==> src/rtl/operand_loader_pkg.sv <==
`default_nettype none
// ============================================================================
//  Module      : operand_loader_pkg
//  Description : Shared definitions for the operand loader.
//                Holds the FSM state encoding, which is also driven onto the
//                state LEDs, and the default operand width.
//  Revision    : 1.0  initial release
// ============================================================================
package operand_loader_pkg;

    localparam int c_default_width = 4;

    // The encoding is visible on the board LEDs, so it is fixed explicitly.
    typedef enum logic [1:0] {
        S_LOAD_A = 2'b00,
        S_LOAD_B = 2'b01,
        S_ADD    = 2'b10,
        S_DONE   = 2'b11
    } state_t;

endpackage
`default_nettype wire

==> src/rtl/operand_loader_btn_conditioner.sv <==
`default_nettype none
// ============================================================================
//  Module      : btn_conditioner
//  Description : Turns a raw, asynchronous push-button into a single-cycle
//                pulse per press: 2-flop synchroniser, optional debounce
//                filter, then rising-edge detect.
//                Optional feature macro: DEBOUNCE_EN (adds the filter).
//  Ports       : clk     - system clock
//                rst_n   - synchronous active-low reset
//                i_btn   - raw button level
//                o_pulse - one-cycle pulse per press (registered)
//  Revision    : 1.0  initial release
// ============================================================================
module btn_conditioner #(
    parameter int DB_CYCLES = 250000
) (
    input  logic clk,
    input  logic rst_n,
    input  logic i_btn,
    output logic o_pulse
);

    logic [1:0] r_sync;
    // Tracks how far real post-reset samples have travelled down the
    // synchroniser; r_fill[1] means r_sync[1] holds a genuine sample.
    logic [1:0] r_fill;
    logic       r_prev;
    logic       r_pulse;
    logic       w_level;
    logic       w_ready;

    always_ff @(posedge clk) begin
        if (!rst_n) begin
            r_sync <= 2'b00;
            r_fill <= 2'b00;
        end else begin
            r_sync <= {r_sync[0], i_btn};
            r_fill <= {r_fill[0], 1'b1};
        end
    end

`ifdef DEBOUNCE_EN
    localparam int c_cnt_w = (DB_CYCLES > 1) ? $clog2(DB_CYCLES) : 1;

    logic [c_cnt_w-1:0] r_cnt;
    logic               r_filt;
    logic               r_primed;

    // The filter is seeded from the first genuine sample instead of from 0,
    // so a button held through reset does not look like a fresh press.
    always_ff @(posedge clk) begin
        if (!rst_n) begin
            r_cnt    <= '0;
            r_filt   <= 1'b0;
            r_primed <= 1'b0;
        end else if (!r_primed) begin
            if (r_fill[1]) begin
                r_filt   <= r_sync[1];
                r_primed <= 1'b1;
            end
        end else if (r_sync[1] != r_filt) begin
            if (r_cnt == c_cnt_w'(DB_CYCLES - 1)) begin
                r_filt <= r_sync[1];
                r_cnt  <= '0;
            end else begin
                r_cnt <= r_cnt + 1'b1;
            end
        end else begin
            r_cnt <= '0;
        end
    end

    assign w_level = r_filt;
    assign w_ready = r_primed;
`else
    assign w_level = r_sync[1];
    assign w_ready = r_fill[1];
`endif

    // r_prev is held high until the level feeding it is genuine; the first
    // real level therefore can never register as a rising edge.
    always_ff @(posedge clk) begin
        if (!rst_n) begin
            r_prev  <= 1'b1;
            r_pulse <= 1'b0;
        end else begin
            r_prev  <= w_ready ? w_level : 1'b1;
            r_pulse <= w_ready & w_level & ~r_prev;
        end
    end

    assign o_pulse = r_pulse;

endmodule
`default_nettype wire

==> src/rtl/operand_loader.sv <==
`default_nettype none
// ============================================================================
//  Module      : operand_loader
//  Description : Captures two operands from switches with a LOAD button,
//                presents them to an external combinational adder and latches
//                {carry,sum}. A CLR button aborts/restarts a transaction.
//                Optional feature macro: DEBOUNCE_EN (button debounce).
//  Ports       : clk, rst_n           - clock, synchronous active-low reset
//                sw                   - switch value, sampled on a load pulse
//                btn_load, btn_clr    - raw asynchronous buttons
//                a, b                 - operands to the adder
//                opnd_valid           - a/b meaningful (S_ADD, S_DONE)
//                sum_in, carry_in     - adder result
//                result, result_valid - latched {carry_in,sum_in}
//                state_led            - current state encoding
//  Revision    : 1.0  initial release
// ============================================================================
module operand_loader
    import operand_loader_pkg::*;
#(
    parameter int WIDTH     = c_default_width,
    parameter int DB_CYCLES = 250000
) (
    input  logic             clk,
    input  logic             rst_n,
    input  logic [WIDTH-1:0] sw,
    input  logic             btn_load,
    input  logic             btn_clr,
    output logic [WIDTH-1:0] a,
    output logic [WIDTH-1:0] b,
    output logic             opnd_valid,
    input  logic [WIDTH-1:0] sum_in,
    input  logic             carry_in,
    output logic [WIDTH:0]   result,
    output logic             result_valid,
    output logic [1:0]       state_led
);

    logic w_ld_p;
    logic w_clr_p;

    state_t           r_state;
    logic [WIDTH-1:0] r_a;
    logic [WIDTH-1:0] r_b;
    logic [WIDTH:0]   r_result;
    logic             r_opnd_valid;
    logic             r_result_valid;

    btn_conditioner #(
        .DB_CYCLES (DB_CYCLES)
    ) u_ld_cond (
        .clk     (clk),
        .rst_n   (rst_n),
        .i_btn   (btn_load),
        .o_pulse (w_ld_p)
    );

    btn_conditioner #(
        .DB_CYCLES (DB_CYCLES)
    ) u_clr_cond (
        .clk     (clk),
        .rst_n   (rst_n),
        .i_btn   (btn_clr),
        .o_pulse (w_clr_p)
    );

    always_ff @(posedge clk) begin
        if (!rst_n) begin
            r_state        <= S_LOAD_A;
            r_a            <= '0;
            r_b            <= '0;
            r_result       <= '0;
            r_opnd_valid   <= 1'b0;
            r_result_valid <= 1'b0;
        end else if (w_clr_p) begin
            // CLR wins over a simultaneous LOAD in every state.
            r_state        <= S_LOAD_A;
            r_a            <= '0;
            r_b            <= '0;
            r_result       <= '0;
            r_opnd_valid   <= 1'b0;
            r_result_valid <= 1'b0;
        end else begin
            case (r_state)
                S_LOAD_A: begin
                    if (w_ld_p) begin
                        r_a     <= sw;
                        r_state <= S_LOAD_B;
                    end
                end
                S_LOAD_B: begin
                    if (w_ld_p) begin
                        r_b          <= sw;
                        r_opnd_valid <= 1'b1;
                        r_state      <= S_ADD;
                    end
                end
                S_ADD: begin
                    // a/b have been stable for a full cycle, so the adder
                    // output is settled; load pulses here are dropped.
                    r_result       <= {carry_in, sum_in};
                    r_result_valid <= 1'b1;
                    r_state        <= S_DONE;
                end
                S_DONE: begin
                    if (w_ld_p) begin
                        // New transaction: b is kept until reloaded.
                        r_a            <= sw;
                        r_result_valid <= 1'b0;
                        r_opnd_valid   <= 1'b0;
                        r_state        <= S_LOAD_B;
                    end
                end
                default: begin
                    r_state <= S_LOAD_A;
                end
            endcase
        end
    end

    assign a            = r_a;
    assign b            = r_b;
    assign result       = r_result;
    assign opnd_valid   = r_opnd_valid;
    assign result_valid = r_result_valid;
    assign state_led    = r_state;

endmodule
`default_nettype wire

==> config.mk <==
export PLATFORM = sky130hd
export DESIGN_NAME = operand_loader
export DESIGN_NICKNAME = d
export VERILOG_FILES = /design/src/rtl/operand_loader_pkg.sv /design/src/rtl/operand_loader_btn_conditioner.sv /design/src/rtl/operand_loader.sv
export SDC_FILE = /design/constraint.sdc
export NUM_CORES = 1
export LEC_CHECK = 0
export CELL_PAD_IN_SITES_DETAIL_PLACEMENT = 1
export CELL_PAD_IN_SITES_GLOBAL_PLACEMENT = 2
export CORE_UTILIZATION = 28
export CTS_BUF_LIST = sky130_fd_sc_hd__clkbuf_2
export CTS_CLUSTER_DIAMETER = 40
export DETAILED_ROUTE_END_ITERATION = 6
export GPL_ROUTABILITY_DRIVEN = 0
export GPL_TIMING_DRIVEN = 0
export PLACE_DENSITY_LB_ADDON = 0.1
export SLEW_MARGIN = 20
export SYNTH_ARGS = -nofsm -noshare
export SYNTH_HDL_FRONTEND = slang
export SYNTH_SLANG_ARGS = --single-unit
==> constraint.sdc <==
create_clock -name clk -period 1.7 [get_ports clk]
set_clock_uncertainty 0.1 [all_clocks]
set_input_delay 0.425 -clock clk [delete_from_list [all_inputs] [get_ports clk]]
set_output_delay 0.425 -clock clk [all_outputs]
set_load 0.01 [all_outputs]
==> out/metrics.cfg, run 1 <==
[status]
status = completed

[synthesis]
synth-seq-cells = 27
synth_top_area_share = 0.550
synth_area_leaders = dfxtp_1, nand2_1, ha_1
synthesis.nets = 115
synth-main-ff-cell = dfxtp_1
synth_commonest_cells = dfxtp_1, nand2_1, a21oi_1, nand3_1, nor2_1
synth.most_common_cell = dfxtp_1
seq_area_frac_synth = 0.550
synth_top_area_cell = dfxtp_1
synth_area_per_cell_sq_um = 10.0
synthDistinctLibCells = 21
synth_edf_count = 0
ys_async_sr_fraction = 0
yosysWarnings = 0
synthesis.instances = 98
syn-cell-area_sq_um = 982

[final_layout]
drive_gt1_frac = 0.287
syn_to_final_growth_pct = 41.8
instances_no_fill = 182
diodes = 0
nets = 154
fillers = 411

[power]
ir_drop_mv = 0.400
leakage_uw = 0.000608
cellPowerDensity_mw_per_mm2 = 1020

[floorplan]
start_util = 0.294
die_w_um = 61.2
dieArea_sq_mm = 0.00375
die_h_um = 61.2
ios = 30
rows = 21
core_sq_mm = 0.00334

[detailed_routing]
first_iter_violations = 13
vias = 794
wl_per_cell_um = 11.8
wl_um = 2140
detail_route.first_pass.iterations = 3
avgViaCountPerCell = 4.36
drt.antenna.violating_nets = 0
post-route-drc-count = 0

[clocking]
cts-root-buf = clkbuf_2
clkTransAtPathRegs_ns = 0.24
clkLatencyLatePin_ns = 0.34
numCtsBuffers = 3
cts_max_level = 1
cts_tree = done
clockBufferDepth = 2
clock-sinks = 27

[grt]
track_usage = 0.129
overflow = 0
grt_max_degree = 15
antenna_found_initial = 0
grt_pass1_wl_um = 3510
grt_pass1_vias = 764

[hold_path]
hold_class = register to register

[timing]
min_period_ns = 1.53
rsz0062_at_grt = false
hold_viol_final = 0
worst_slew_pin_slew_ns = 0.250
fmax_mhz = 653
setup_violations = 0
slew_headroom = 0.834
period_share = 0.901
holdWs_ns = 0.322
maxSlewViolCount = 0

[critical_path]
crit_required_ns = 1.17
slowest_delay_ns = 0.40
critPathTopFamily = flip-flops
timing.critical_path.from_type = register
worst-path-buf-inv = 1
cp_max_fo = 2
path_class = register to output port
path_cells = dlygate4sd2_1
critPathSlowestCell = dfxtp_4
critPathArrivalTime_ns = 1.01
cp-end-kind = output port

[place]
port_buffers = 29
place_hpwl_um = 1620
place_inst = 173

[run]
maxCapViolCount = 0

[kinds of logic (layout without fill, tap and decap cells)]
family / after synthesis / in the layout / synth area share
muxes: 5 / 5 / 0.0510
buffers and inverters: 8 / 46 / 0.0560
adders and majority gates: 4 / 4 / 0.0510
AOI/OAI and AO/OA: 14 / 14 / 0.0917
and+or+nand+nor: 40 / 40 / 0.200
DFF: 27 / 27 / 0.550
[metrics by stage]
step / setup TNS (ns) / utilization / power, uW / setup slack [ns] / instance area (sq um)
floorplan: 0 / - / 996 / 0.363 / 982
global placement: 0 / 0.399 / 1170 / 0.0406 / 1330
detailed placement: -0.000465 / 0.399 / 1190 / -0.000465 / 1330
CTS: 0 / 0.417 / 1450 / 0.138 / 1390
global route: 0 / 0.417 / 1510 / 0.0500 / 1390
finish: 0 / 0.417 / 1420 / 0.169 / 1390
[flip-flops by register name, indices dropped and copies added, names as in the netlist, 2 cells and up]
signal / cells
a: 4
b: 4
result: 5
state_led: 2
u_clr_cond.r_sync: 2
u_ld_cond.r_sync: 2
[cells in the final DEF (no fill, tap or decap)]
cell type / netlist / layout
a21o_1: 2 / 2
a21oi_1: 8 / 8
a21oi_2: 4 / 4
and2_1: 3 / 3
and2_2: 2 / 2
buf_2: 1 / 1
buf_4: 1 / 6
buf_6: 1 / 1
buf_8: 1 / 1
clkbuf_2: 1 / 5
clkdlybuf4s50_1: 0 / 12
dfxtp_1: 27 / 10
dfxtp_2: 0 / 15
dfxtp_4: 0 / 2
dlygate4sd2_1: 0 / 17
ha_1: 4 / 4
inv_1: 3 / 3
mux2i_1: 5 / 5
nand2_1: 14 / 14
nand2b_1: 1 / 1
nand3_1: 8 / 8
nor2_1: 6 / 6
nor2b_1: 1 / 1
nor3b_1: 3 / 3
or2_2: 2 / 2
[metal layers]
layer	routed length, um	part of all wire	up-vias	track usage
met2	1070	0.50	14	0.225
li1	-	-	394	-
met5	0	0	-	0
met1	979	0.46	384	0.165
met4	19	0.0089	0	0.0390
met3	76	0.035	2	0.0189
[power by group]
group | internal (uW) | switching [uW] | total [uW]
registers | 713 | 27.9 | 741
logic | 214 | 218 | 432
clock network | 62.1 | 183 | 245
[final timing paths]
| path | startpoint | endpoint | slack (ns) | cells past startpoint |
|---|---|---|---|---|
| setup / recovery | state_led[0] | state_led[0] | 0.17 | 1 |
| hold / removal | u_clr_cond.r_prev | u_clr_cond.o_pulse | 0.32 | 1 |
| setup reg to reg | state_led[0] | a[2] | 0.18 | 6 |
| hold reg to reg | u_clr_cond.r_prev | u_clr_cond.o_pulse | 0.32 | 1 |
[what timing repair did]
action,CTS,global route
gates resized for setup,36,0
setup buffers,5,0
hold buffers,0,0
endpoints found under the hold margin,0,0
endpoints found under the setup margin,17,0
[layout make-up]
class	instances	area [sq um]	share of cell area
sequential	27	567	0.407
inverter	3	11.3	0.00809
multi-input combinational	63	387	0.278
tap	46	57.6	0.0413
clock buffer	4	20.0	0.0144
timing repair buffer	34	307	0.220
buffer	5	43.8	0.0314
Power figures use the tool's default switching activity.
==> run 2: changes to the inputs <==
CTS_CLUSTER_DIAMETER = 150   (was 40)
==> results of run 2 <==
No change in the layout: final DEF, timing and power equal those of run 1.
==> run 3: changes to the inputs <==
ABC_AREA = 1   (was not set)
CORE_MARGIN = 2   (was not set)
CORE_UTILIZATION = 26   (was 28)
clock period = 1.75 ns   (was 1.7 ns; I/O delays follow)
==> run 3 against run 2 <==
  * Hold slack lost 0.013 ns
  * Die area up 13%
  * Cell area decreased by 0.63%
  * Non-clock buffer count fell by 4
  * Combinational power fell by 4%
  * First-iteration DRC count unchanged
  * Via count grew 3.4%
==> out/metrics.cfg, run 3 <==
[critical_path]
r2r_slack_ns = 0.24  ; +0.06 ns
path_class = register to output port
r2r_end = state_led[1]
rr_startpoint = state_led[0]
slowest_delay_ns = 0.41  ; about the same
critPathSlowestCell = dfxtp_4
cp-end-kind = output port
timing.critical_path.from_type = register
crit_required_ns = 1.21  ; +0.04 ns
critPathArrivalTime_ns = 1.04  ; +0.03 ns
path_cells = dlygate4sd2_1
critPathTopFamily = flip-flops
worst-path-buf-inv = 1  ; unchanged
cp_max_fo = 2  ; unchanged
r2r_cells = 8  ; +2

[detailed_routing]
avgViaCountPerCell = 4.02  ; -7.8%
drt.antenna.violating_nets = 0  ; unchanged
post-route-drc-count = 0  ; unchanged
vias = 821  ; +3.4%
met1Wirelength_um = 1010  ; +3.3%
wl_met2_um = 1040  ; -2.2%
wl_um = 2150  ; +0.28%
first_iter_violations = 13  ; unchanged
wl_met3_um = 71  ; -6.6%
wl_per_cell_um = 10.5  ; -11%
detail_route.first_pass.iterations = 3  ; unchanged
routed.top_layer = met4

[power]
netSwitchingFraction = 0.321  ; +0.0187
cellPowerDensity_mw_per_mm2 = 998  ; -2.0%
p_switching_uw = 443  ; +3.4%
leakage_uw = 0.000689  ; +13%
internal-power_uw = 938  ; -5.2%
ir_drop_mv = 0.236  ; -41%
seqPwrFrac = 0.519  ; -0.004
p_comb_frac = 0.299  ; -0.006
pwr-share-clk = 0.182  ; +0.009

[timing]
maxSlewViolCount = 0  ; unchanged
rsz0062_at_grt = false
setup_violations = 0  ; unchanged
period_share = 0.902
worst_slew_pin_slew_ns = 0.272  ; +0.0220 ns
tns_ns = 0  ; unchanged
fmax_mhz = 633
slew_headroom = 0.819  ; -0.0147
hold_viol_final = 0  ; unchanged
min_period_ns = 1.58

[synthesis]
synth_area_leaders = dfxtp_1, nand2_1, nor2_1
synth_edf_count = 0  ; unchanged
synthesis.nets = 135  ; +17%
synth_area_per_cell_sq_um = 8.23  ; -18%
syn-cell-area_sq_um = 971  ; -1.1%
synth_top_area_share = 0.557  ; +0.00638
synth_top_area_cell = dfxtp_1
synthesis.instances = 118  ; +20%
yosysWarnings = 0  ; unchanged
synthDistinctLibCells = 14  ; -33%
ys_async_sr_fraction = 0  ; unchanged
synth.most_common_cell = dfxtp_1
seq_area_frac_synth = 0.557  ; +0.00638
synth-main-ff-cell = dfxtp_1
synth-seq-cells = 27  ; unchanged
synth_commonest_cells = dfxtp_1, nand2_1, nor2_1

[hold_path]
holdPathStages = 1  ; unchanged
hold_end = u_clr_cond.o_pulse
worstHoldStart = u_clr_cond.r_prev
hold_class = register to register

[final_layout]
final_cell_mix = nand2_1, nor2_1, inv_1, dlygate4sd2_1, dfxtp_2
nets = 174  ; +13%
syn_to_final_growth_pct = 42.5
fillers = 460  ; +12%
instances_no_fill = 204  ; +12%
final_common_cell = nand2_1
largest_reg_flops = 5  ; unchanged
final_util = 0.381  ; -0.0365
drive_gt1_frac = 0.199  ; -0.0880
diodes = 0  ; unchanged

[place]
place_inst = 195  ; +13%
port_buffers = 29  ; unchanged
place_hpwl_um = 1570  ; -3.2%

[clocking]
cts_max_level = 1  ; unchanged
clkTransAtPathRegs_ns = 0.27  ; +0.03 ns
cts_tree = done
holdBufCountCts = 0  ; unchanged
cts-root-buf = clkbuf_2
clkLatencyLatePin_ns = 0.36  ; +0.02 ns
clockBufferDepth = 2  ; unchanged
clock-sinks = 27  ; unchanged
numCtsBuffers = 3  ; unchanged

[grt]
grt_pass1_wl_um = 3650  ; +4.1%
overflow = 0  ; unchanged
grt_max_degree = 17  ; +2
track_usage = 0.115  ; -0.0145
grt_pass1_vias = 810  ; +6.0%
antenna_found_initial = 0  ; unchanged

[floorplan]
rows = 22  ; +4.8%
die_h_um = 65.1  ; +6.3%
ios = 30  ; unchanged
core_sq_mm = 0.00363  ; +8.9%
die_w_um = 65.1  ; +6.3%
dieArea_sq_mm = 0.00424  ; +13%
start_util = 0.267  ; -0.0271

[run]
maxCapViolCount = 0  ; unchanged

[status]
status = completed

## run 3: changes by cell type after synthesis, moves of 5 or more
cell / previous run / this run
nor2_1: 6 / 21
inv_1: 3 / 20
mux2i_1: 5 / 0
nand3_1: 8 / 2
nand2_1: 14 / 23
o21ai_1: 0 / 8
## run 3: what timing repair did
action                     4_1_cts  5_1_grt
setup endpoints to repair       17        0
setup buffers                    5        0
resized for setup               35        0
hold endpoints to repair         0        0
## run 3: worst max-delay path by stage
stage / from / to / depth (start not counted)
floorplan: state_led[0] / a[0] / 6
global route: b[2] / b[2] / 1
CTS: state_led[1] / state_led[1] / 1
global placement: rst_n / b[3] / 6
finish: state_led[1] / state_led[1] / 1
detailed placement: rst_n / b[3] / 6
## run 3: routing by layer
metal,global-route usage,vias up
met5,0,-
met4,0.0625,0
met3,0.0274,2
met2,0.197,16
met1,0.132,375
li1,-,428
## run 3: per-stage QoR
| stage | total power, uW | area [sq um] | hold WS (ns) | worst slack, ns |
|---|---|---|---|---|
| 2_1_floorplan | 941 | 971 | 0.275 | 0.397 |
| 3_3_place_gp | 1120 | 1320 | 0.284 | 0.132 |
| 3_5_place_dp | 1130 | 1320 | 0.284 | 0.118 |
| 4_1_cts | 1410 | 1380 | 0.314 | 0.131 |
| 5_1_grt | 1500 | 1380 | 0.321 | 0.0841 |
| 6_report | 1380 | 1380 | 0.309 | 0.171 |
## run 3: kinds of logic after synthesis
family                   synth area share
AND/OR/NAND/NOR                     0.218
buffers and inverters              0.0928
AO/OA/AOI/OAI                      0.0812
adder cells (fa/ha/maj)            0.0515
flip-flops                          0.557
## run 3: final cells by class
type | count | area, sq um | area share
multi-input combinational | 69 | 340 | 0.246
timing repair buffer | 34 | 307 | 0.222
clock buffer | 3 | 15.0 | 0.0108
clock inverter | 1 | 7.51 | 0.00542
tap | 48 | 60.1 | 0.0434
buffer | 1 | 11.3 | 0.00814
inverter | 21 | 78.8 | 0.0570
sequential | 27 | 564 | 0.408
## run 3: power groups by stage
stage               registers, uW  clock network [uW]  logic, uW
detailed placement            737                   0        393
CTS                           719                 270        422
global route                  727                 302        472
global placement              729                   0        389
finish                        717                 251        414
floorplan                     751                   0        190
